[src/rtl/approx_mon_pkg.sv]
// Shared types and helpers for the approximate-arithmetic error monitors.
package approx_mon_pkg;

  localparam int ERR_W = 10;
  localparam int ABS_W = 9;
  localparam int SQ_W  = 18;

  typedef enum logic [1:0] {
    ACCUM  = 2'd0,
    DRAIN  = 2'd1,
    REPORT = 2'd2
  } mon_state_e;

  function automatic logic signed [ERR_W-1:0] sext8(input logic [7:0] x);
    return {{(ERR_W-8){x[7]}}, x};
  endfunction

  function automatic logic signed [ERR_W-1:0] sext9(input logic [8:0] x);
    return {{(ERR_W-9){x[8]}}, x};
  endfunction

endpackage

[src/rtl/approx_err_calc.sv]
// Combinational error arithmetic: exact sum, signed error, magnitude and square.
module approx_err_calc
  import approx_mon_pkg::*;
(
  input  logic [7:0]       i_a,
  input  logic [7:0]       i_b,
  input  logic [8:0]       i_o,
  input  logic [ABS_W-1:0] i_sq_abs,
  output logic [ABS_W-1:0] o_abs,
  output logic [SQ_W-1:0]  o_sq
);

  logic signed [ERR_W-1:0] w_exact;
  logic signed [ERR_W-1:0] w_err;

  assign w_exact = sext8(i_a) + sext8(i_b);
  assign w_err   = sext9(i_o) - w_exact;

  // Negative errors never go below -510, so the magnitude fits in the low 9 bits.
  assign o_abs = w_err[ERR_W-1] ? (~w_err[ABS_W-1:0] + 9'd1) : w_err[ABS_W-1:0];

  assign o_sq = {{(SQ_W-ABS_W){1'b0}}, i_sq_abs} * {{(SQ_W-ABS_W){1'b0}}, i_sq_abs};

endmodule

[src/rtl/approx_add_err_monitor.sv]
// Windowed error statistics (MAE/MSE/WCE/EP sums) for an 8-bit approximate adder.
module approx_add_err_monitor
  import approx_mon_pkg::*;
#(
  parameter int LOG2_WIN = 8
) (
  input  logic                      clk,
  input  logic                      rst_n,
  input  logic                      clear,
  input  logic                      in_valid,
  output logic                      in_ready,
  input  logic [7:0]                in_a,
  input  logic [7:0]                in_b,
  input  logic [8:0]                in_o,
  output logic                      res_valid,
  input  logic                      res_ready,
  output logic [ABS_W+LOG2_WIN-1:0] res_sum_abs,
  output logic [SQ_W+LOG2_WIN-1:0]  res_sum_sq,
  output logic [ABS_W-1:0]          res_max_abs,
  output logic [LOG2_WIN:0]         res_err_cnt
);

  mon_state_e                r_state;
  logic [LOG2_WIN-1:0]       r_cnt;
  logic                      r_drain;
  logic                      r_in_ready;
  logic                      r_res_valid;
  logic                      r_vld_p1;
  logic [ABS_W-1:0]          r_abs_p1;
  logic [ABS_W+LOG2_WIN-1:0] r_sum_abs;
  logic [SQ_W+LOG2_WIN-1:0]  r_sum_sq;
  logic [ABS_W-1:0]          r_max_abs;
  logic [LOG2_WIN:0]         r_err_cnt;

  logic [ABS_W-1:0]          w_abs;
  logic [SQ_W-1:0]           w_sq;
  logic                      w_accept;
  logic                      w_final;
  logic                      w_ack;

  approx_err_calc u_calc (
    .i_a      (in_a),
    .i_b      (in_b),
    .i_o      (in_o),
    .i_sq_abs (r_abs_p1),
    .o_abs    (w_abs),
    .o_sq     (w_sq)
  );

  assign w_accept = in_valid && r_in_ready && (r_state == ACCUM);
  assign w_final  = w_accept && (r_cnt == {LOG2_WIN{1'b1}});
  assign w_ack    = r_res_valid && res_ready;

  // Control: window FSM, sample counter, stage-1 valid
  always_ff @(posedge clk or negedge rst_n) begin
    if (!rst_n) begin
      r_state     <= ACCUM;
      r_cnt       <= '0;
      r_drain     <= 1'b0;
      r_in_ready  <= 1'b0;
      r_res_valid <= 1'b0;
      r_vld_p1    <= 1'b0;
    end else if (clear) begin
      r_state     <= ACCUM;
      r_cnt       <= '0;
      r_drain     <= 1'b0;
      r_in_ready  <= 1'b1;
      r_res_valid <= 1'b0;
      r_vld_p1    <= 1'b0;
    end else begin
      r_vld_p1 <= w_accept;
      case (r_state)
        ACCUM: begin
          r_in_ready <= !w_final;
          if (w_accept) r_cnt <= r_cnt + LOG2_WIN'(1);
          if (w_final) begin
            r_state <= DRAIN;
            r_drain <= 1'b0;
          end
        end
        DRAIN: begin
          if (r_drain) begin
            r_state     <= REPORT;
            r_res_valid <= 1'b1;
          end else begin
            r_drain <= 1'b1;
          end
        end
        REPORT: begin
          if (res_ready) begin
            r_state     <= ACCUM;
            r_res_valid <= 1'b0;
            r_in_ready  <= 1'b1;
          end
        end
        default: r_state <= ACCUM;
      endcase
    end
  end

  // Stage 1: register the error magnitude of the accepted sample
  always_ff @(posedge clk) begin
    if (w_accept) r_abs_p1 <= w_abs;
  end

  // Stage 2: window accumulators, which double as the registered result outputs
  always_ff @(posedge clk or negedge rst_n) begin
    if (!rst_n) begin
      r_sum_abs <= '0;
      r_sum_sq  <= '0;
      r_max_abs <= '0;
      r_err_cnt <= '0;
    end else if (clear || w_ack) begin
      r_sum_abs <= '0;
      r_sum_sq  <= '0;
      r_max_abs <= '0;
      r_err_cnt <= '0;
    end else if (r_vld_p1) begin
      r_sum_abs <= r_sum_abs + {{LOG2_WIN{1'b0}}, r_abs_p1};
      r_sum_sq  <= r_sum_sq + {{LOG2_WIN{1'b0}}, w_sq};
      if (r_abs_p1 >= r_max_abs) r_max_abs <= r_abs_p1;
      if (r_abs_p1 != '0) r_err_cnt <= r_err_cnt + (LOG2_WIN+1)'(1);
    end
  end

  assign in_ready    = r_in_ready;
  assign res_valid   = r_res_valid;
  assign res_sum_abs = r_sum_abs;
  assign res_sum_sq  = r_sum_sq;
  assign res_max_abs = r_max_abs;
  assign res_err_cnt = r_err_cnt;

endmodule

[config.mk]
export PLATFORM = sky130hd
export DESIGN_NAME = approx_add_err_monitor
export DESIGN_NICKNAME = d
export VERILOG_FILES = /design/src/rtl/approx_mon_pkg.sv /design/src/rtl/approx_err_calc.sv /design/src/rtl/approx_add_err_monitor.sv
export SDC_FILE = /design/constraint.sdc
export NUM_CORES = 1
export LEC_CHECK = 0
export BUFFER_PORTS_ARGS = -buffer_cell sky130_fd_sc_hd__buf_2
export CAP_MARGIN = 20
export CORE_MARGIN = 4
export CORE_UTILIZATION = 55
export CTS_CLUSTER_DIAMETER = 30
export CTS_CLUSTER_SIZE = 10
export DETAILED_ROUTE_END_ITERATION = 12
export PLACE_DENSITY = 0.75
export SLEW_MARGIN = 10
export SYNTH_ARGS = -nofsm -noshare
export SYNTH_HDL_FRONTEND = slang
export SYNTH_SLANG_ARGS = --single-unit
[constraint.sdc]
create_clock -name clk -period 7.4 [get_ports clk]
set_input_delay 0 -clock clk [delete_from_list [all_inputs] [get_ports clk]]
set_output_delay 0 -clock clk [all_outputs]
set_load 0.02 [all_outputs]
[Word-level counts from Yosys, hierarchy flattened]
Index checks and enable logic that the tools add are counted.
Word-level totals
  register bits after elaboration: 84
  input bits: 30
  output and inout bits: 63
  word-level logic and storage cells: 80
Operators by class
  add/sub/neg operators: 7
  $mul: 1
  magnitude comparators: 1
  equality and inequality tests: 6
  multiplexer cells: 30
  bitwise operators: 1
  reduce and logical (&&, ||, !) cells: 23
Operator list (number)
  $mux 9: 7
  $mux 26: 2
  $mux 17: 2
  $add 26x18->26: 1
  $mux 8: 3
  $add 9x1->9 const B: 2
  $mul 9x9->18: 1
  $add 17x9->17: 1
  $reduce_and 2->1: 5
  $reduce_bool 2->1: 5
  $sub 9x9->10: 1
  $add 8x8->9: 1
  $ge 9x9->1: 1
  $ne 3x3->1 const B: 3
  $not 9->9: 1
  $reduce_bool 3->1: 3
  $reduce_bool 9->1: 1
  $add 8x1->8 const B: 1
  $eq 8x8->1 const B: 1
  $mux 1: 8
  $mux 2: 4
  $pmux 1 s2: 3
  $pmux 2 s3: 1
  $reduce_and 3->1: 2
  other kinds (6): 9

[Depth between registers and ports, before layout]
  word-level depth: 6
  mapped depth: 21
  depth with buffers taken out: 20

[Modules after synthesis]
A second synthesis with hierarchy kept.
Unflattened totals
  cell total of the unflattened synthesis: 887
  area, all modules: 7998.9 sq um
Modules (own cells, without submodules)
  approx_add_err_monitor: instances 1, cells an instance 524, area each 5022.3 sq um, sequential area each 2147.1 sq um
  approx_err_calc: instances 1, cells an instance 363, area each 2976.6 sq um, sequential area each 0.0 sq um

[Worst setup path after synthesis]
No wires, ideal clock.
  path kind: flip-flop to flip-flop
  from: register r_abs_p1[1]
  to: register r_sum_sq[25], in the netlist res_sum_sq[25]
  setup time: 0.078 ns
  arrival: 5.440 ns
  required time: 7.322 ns
  path slack: 1.882 ns
  cell stages (with the launch flop): 21
  buffers on the path: 1
  clock period less this slack: 5.518 ns
  path through: edfxtp_1 clkbuf_1 and2_1 inv_1 fa_1 inv_1 fa_1 inv_1 fa_1 inv_1 fa_1 inv_1 fa_1 inv_1 ha_1 o21ai_0 a31oi_4 a22oi_2 o31a_1 or4_1 a21oi_1
On the way
  longest elaborated chain between the ends: 4
RTL lines
  from (decl): line approx_add_err_monitor.sv:29  | logic [ABS_W-1:0] r_abs_p1;
  from (signal assigned): line approx_add_err_monitor.sv:103  | if (w_accept) r_abs_p1 <= w_abs;
  $mul 9x9->18: line approx_err_calc.sv:22  | assign o_sq = {{(SQ_W-ABS_W){1'b0}}, i_sq_abs} * {{(SQ_W-ABS_W){1'b0}}, i_sq_abs};
  $add 26x18->26: line approx_add_err_monitor.sv:120  | r_sum_sq <= r_sum_sq + {{LOG2_WIN{1'b0}}, w_sq};
  $mux 26: line approx_add_err_monitor.sv:118  | end else if (r_vld_p1) begin
  $mux 26: line approx_add_err_monitor.sv:113  | end else if (clear || w_ack) begin
  to (signal assigned): line approx_add_err_monitor.sv:120
  to (decl): line approx_add_err_monitor.sv:31  | logic [SQ_W+LOG2_WIN-1:0] r_sum_sq;
No other way between the ends. The select of a mux whose other input is x is not followed.
A chain may end at the register's enable or synchronous reset.

[Final worst setup path]
Ends and elaborated chain as after synthesis.

==> qor.yml <==
grt_pass1_wl_mm: 28.5
final-seq-area_sq_um: 2150
drc: 0
drt_first_iter_violations: 384
synth.avg_cell_area_sq_um: 8.98
critPathKind: "reg2reg"
globalRouteMet2Util_pct: 35.2
syn_to_final_growth_pct: 11.6
yosys.cell_types.count: 69
drt-wirelength-per-cell_microns: 14.6
number_of_cells_traversed_by_the_worst_register_to_register_path: 19
rows: 43
cts_max_path_buffers: 2
final.setup.tns_ns: 0
htree_num_levels: 3
core_area_sq_um: 14000
fp.dieW_microns: 128
synthesis.instances: 881
run_status: "complete, no violations"
yosys_register_bits: 84
slew_headroom_pct: 29.0
syn_area_sq_um: 7910
detail-route-antenna-nets: 0
post-route-period-util_pct: 78.4
crit_path_start_kind: "flop"
hold_path.class: "in2reg"
top_usage_layer: "met2"
clock_skew_ns: 0.0102
grt_antenna_before_repair: 0
worst-endpoint-required_ns: 7.68
global_route_track_usage_on_met1_pct: 28.8
async_flop_share_pct: 89.3
finish.instance_area_sq_um: 8830
detailedPlacementHpwl_mm: 12.8
num_io_pins: 93
timing_hold_violations_final: 0
fp.dieArea_sq_um: 16400
synth.area.top_cells: "sky130_fd_sc_hd__dfrtp_1 24%, sky130_fd_sc_hd__fa_1 14%, sky130_fd_sc_hd__ha_1 12%"
synth_top_area_share_pct: 23.7
post-route-worst-setup-slack_ns: 1.60
timing.rr.start: "r_abs_p1[1]"
met3_usage_pct: 3.62
ys_seq_area_share_pct: 27.1
groute.usage.overall_pct: 21.3
finalSetupViolations: 0
cts_buffers: 9
routed_via_density: 5.44
dpl_cell_area_sq_um: 8520
synth_top_flop_cell: "sky130_fd_sc_hd__dfrtp_1"
number_of_hold_buffers_added_after_cts: 2
net_count_of_the_finished_layout: 1123
routed_wl_mm: 16.7
synth-edff-count: 9
cts_tree: "built"
multi_input_comb_area_sq_um: 5130
cp-end-kind: "flop"
detailed_router_iteration_count_before_antenna_repair: 5
critical_path_arrival_ns: 6.08
die_h_microns: 128
routed-via-count: 6229
initial_utilization_pct: 56.5
rrSetupSlack_ns: 1.60
cts_repair_resize_count: 0
grt_pass1_vias: 6104
r2r_end: "res_sum_sq[25]"
grt_overflow: 0
buffer_cell_driving_the_clock_tree_root: "sky130_fd_sc_hd__clkbuf_16"
clkSinkCount: 84
tightest_slew_ns: 1.06
clk_pin_slew_ns: 0.06
dpl_worst_slack_ns: 1.59
place.gp.congestion: 0.832
fin_hold_ws_ns: 0.00698
worstHoldStart: "clear"
layout-drive-gt1-share_pct: 13.7
highest_net_fanout_along_the_worst_path: 15
grt_start_max_net_pins: 55
cts_setup_buffers: 0
syn-num-nets: 1043
num_antenna_cells: 0
synthDominantAreaCellType: "sky130_fd_sc_hd__dfrtp_1"
buffer_ports.inserted: 92
timing.fmax_mhz: 172
worst_skew_pair.late_latency_ns: 0.35
max_cap_violations: 0
hold_depth: 2
rsz0062_at_grt: "no"
nFillCells: 1234
yosys_warnings: 0
post-route-min-period_ns: 5.80
report.final.slew_viol_count: 0
holdPathEnd: "r_cnt[0]"
-- per-stage QoR --
step           instances  util [%]
3_5_place_dp        1127      60.9
2_1_floorplan        881         -
6_report            1144      63.1
3_3_place_gp        1127      60.9
5_1_grt             1144      63.1
4_1_cts             1143      63.1
-- worst max-delay path: stages (launching register included) --
cell	delay, ns
sky130_fd_sc_hd__edfxtp_1	0.64
sky130_fd_sc_hd__and2_1	0.25
sky130_fd_sc_hd__inv_1	0.08
sky130_fd_sc_hd__fa_1	0.59
sky130_fd_sc_hd__inv_1	0.07
sky130_fd_sc_hd__fa_1	0.50
sky130_fd_sc_hd__inv_1	0.05
sky130_fd_sc_hd__fa_1	0.47
sky130_fd_sc_hd__inv_1	0.05
sky130_fd_sc_hd__fa_1	0.52
sky130_fd_sc_hd__inv_1	0.06
sky130_fd_sc_hd__fa_1	0.49
sky130_fd_sc_hd__inv_1	0.04
sky130_fd_sc_hd__ha_1	0.35
sky130_fd_sc_hd__o21ai_0	0.16
sky130_fd_sc_hd__a31oi_4	0.23
sky130_fd_sc_hd__a22oi_2	0.13
sky130_fd_sc_hd__o31a_1	0.38
sky130_fd_sc_hd__or4_1	0.52
sky130_fd_sc_hd__a21oi_1	0.14
-- area by class of cell --
class                      count  share of cell area (%)
tap                          180                    2.55
inverter                     139                    5.91
timing repair buffer         100                    5.98
multi-input combinational    627                    58.1
sequential                    84                    24.3
clock buffer                   9                    2.55
clock inverter                 5                   0.595
-- metal layers --
metal  up-vias  share of wire [%]
met4         0                1.4
met1      3037                 45
li1       3084                  -
met2        96                 49
met5         -                  0
met3        12                4.2
-- cell usage in the layout (no fill, tap or decap), drive strengths merged, types with 9 or more instances in the layout --
cell type	count
nor2	71
inv	141
nor3	12
xnor2	36
o21ai	26
and3	9
dfrtp	75
edfxtp	9
and2	21
clkbuf	9
nand3	21
mux2i	25
buf	98
xor2	19
a21o	19
a21oi	44
nand2	76
ha	77
fa	55
-- worst max-delay path by stage --
| stage | slack, ns | start | end |
|---|---|---|---|
| finish | 1.60 | r_abs_p1[1] | res_sum_sq[25] |
| global route | 1.29 | r_abs_p1[6] | res_sum_sq[25] |
| CTS | 1.60 | r_abs_p1[1] | res_sum_sq[25] |
| detailed placement | 1.59 | r_abs_p1[1] | res_sum_sq[25] |
| global placement | 1.71 | r_abs_p1[1] | res_sum_sq[25] |
| floorplan | 1.88 | r_abs_p1[1] | res_sum_sq[25] |
-- sequential cells by signal, summed over array words and instances, names as in the netlist, 2 cells and up --
signal / flops
r_abs_p1: 9
r_cnt: 8
r_state: 2
res_err_cnt: 9
res_max_abs: 9
res_sum_abs: 17
res_sum_sq: 26
-- cell usage after synthesis, types with 4 or more instances --
cell type and number:
sky130_fd_sc_hd__a211oi_1 6, sky130_fd_sc_hd__a21o_1 17, sky130_fd_sc_hd__a21oi_1 43, sky130_fd_sc_hd__a31oi_1 6, sky130_fd_sc_hd__and2_1 21, sky130_fd_sc_hd__and3_1 9, sky130_fd_sc_hd__buf_1 6, sky130_fd_sc_hd__clkbuf_1 25
sky130_fd_sc_hd__dfrtp_1 75, sky130_fd_sc_hd__edfxtp_1 9, sky130_fd_sc_hd__fa_1 55, sky130_fd_sc_hd__ha_1 77, sky130_fd_sc_hd__inv_1 139, sky130_fd_sc_hd__mux2i_1 25, sky130_fd_sc_hd__nand2_1 76, sky130_fd_sc_hd__nand2b_1 5
sky130_fd_sc_hd__nand3_1 20, sky130_fd_sc_hd__nand4_1 7, sky130_fd_sc_hd__nor2_1 71, sky130_fd_sc_hd__nor2b_1 6, sky130_fd_sc_hd__nor3_1 11, sky130_fd_sc_hd__nor4_1 4, sky130_fd_sc_hd__o211ai_1 7, sky130_fd_sc_hd__o21a_1 7
sky130_fd_sc_hd__o21ai_0 25, sky130_fd_sc_hd__o22ai_1 5, sky130_fd_sc_hd__o31ai_1 5, sky130_fd_sc_hd__or2_2 6, sky130_fd_sc_hd__or3_1 8, sky130_fd_sc_hd__xnor2_1 36, sky130_fd_sc_hd__xor2_1 19
-- logic make-up after synthesis --
kind of cell	share of synthesized area [%]
flip-flops	27.1
XOR/XNOR	6.09
AND/OR/NAND/NOR	16.2
adder cells (fa/ha/maj)	26.1
multiplexers	3.16
AO/OA/AOI/OAI	13.2
buffers and inverters	8.07
Power is left out: the tool's default activity adds up to more than one toggle a clock period on the data nets, which glitch-free logic cannot reach.
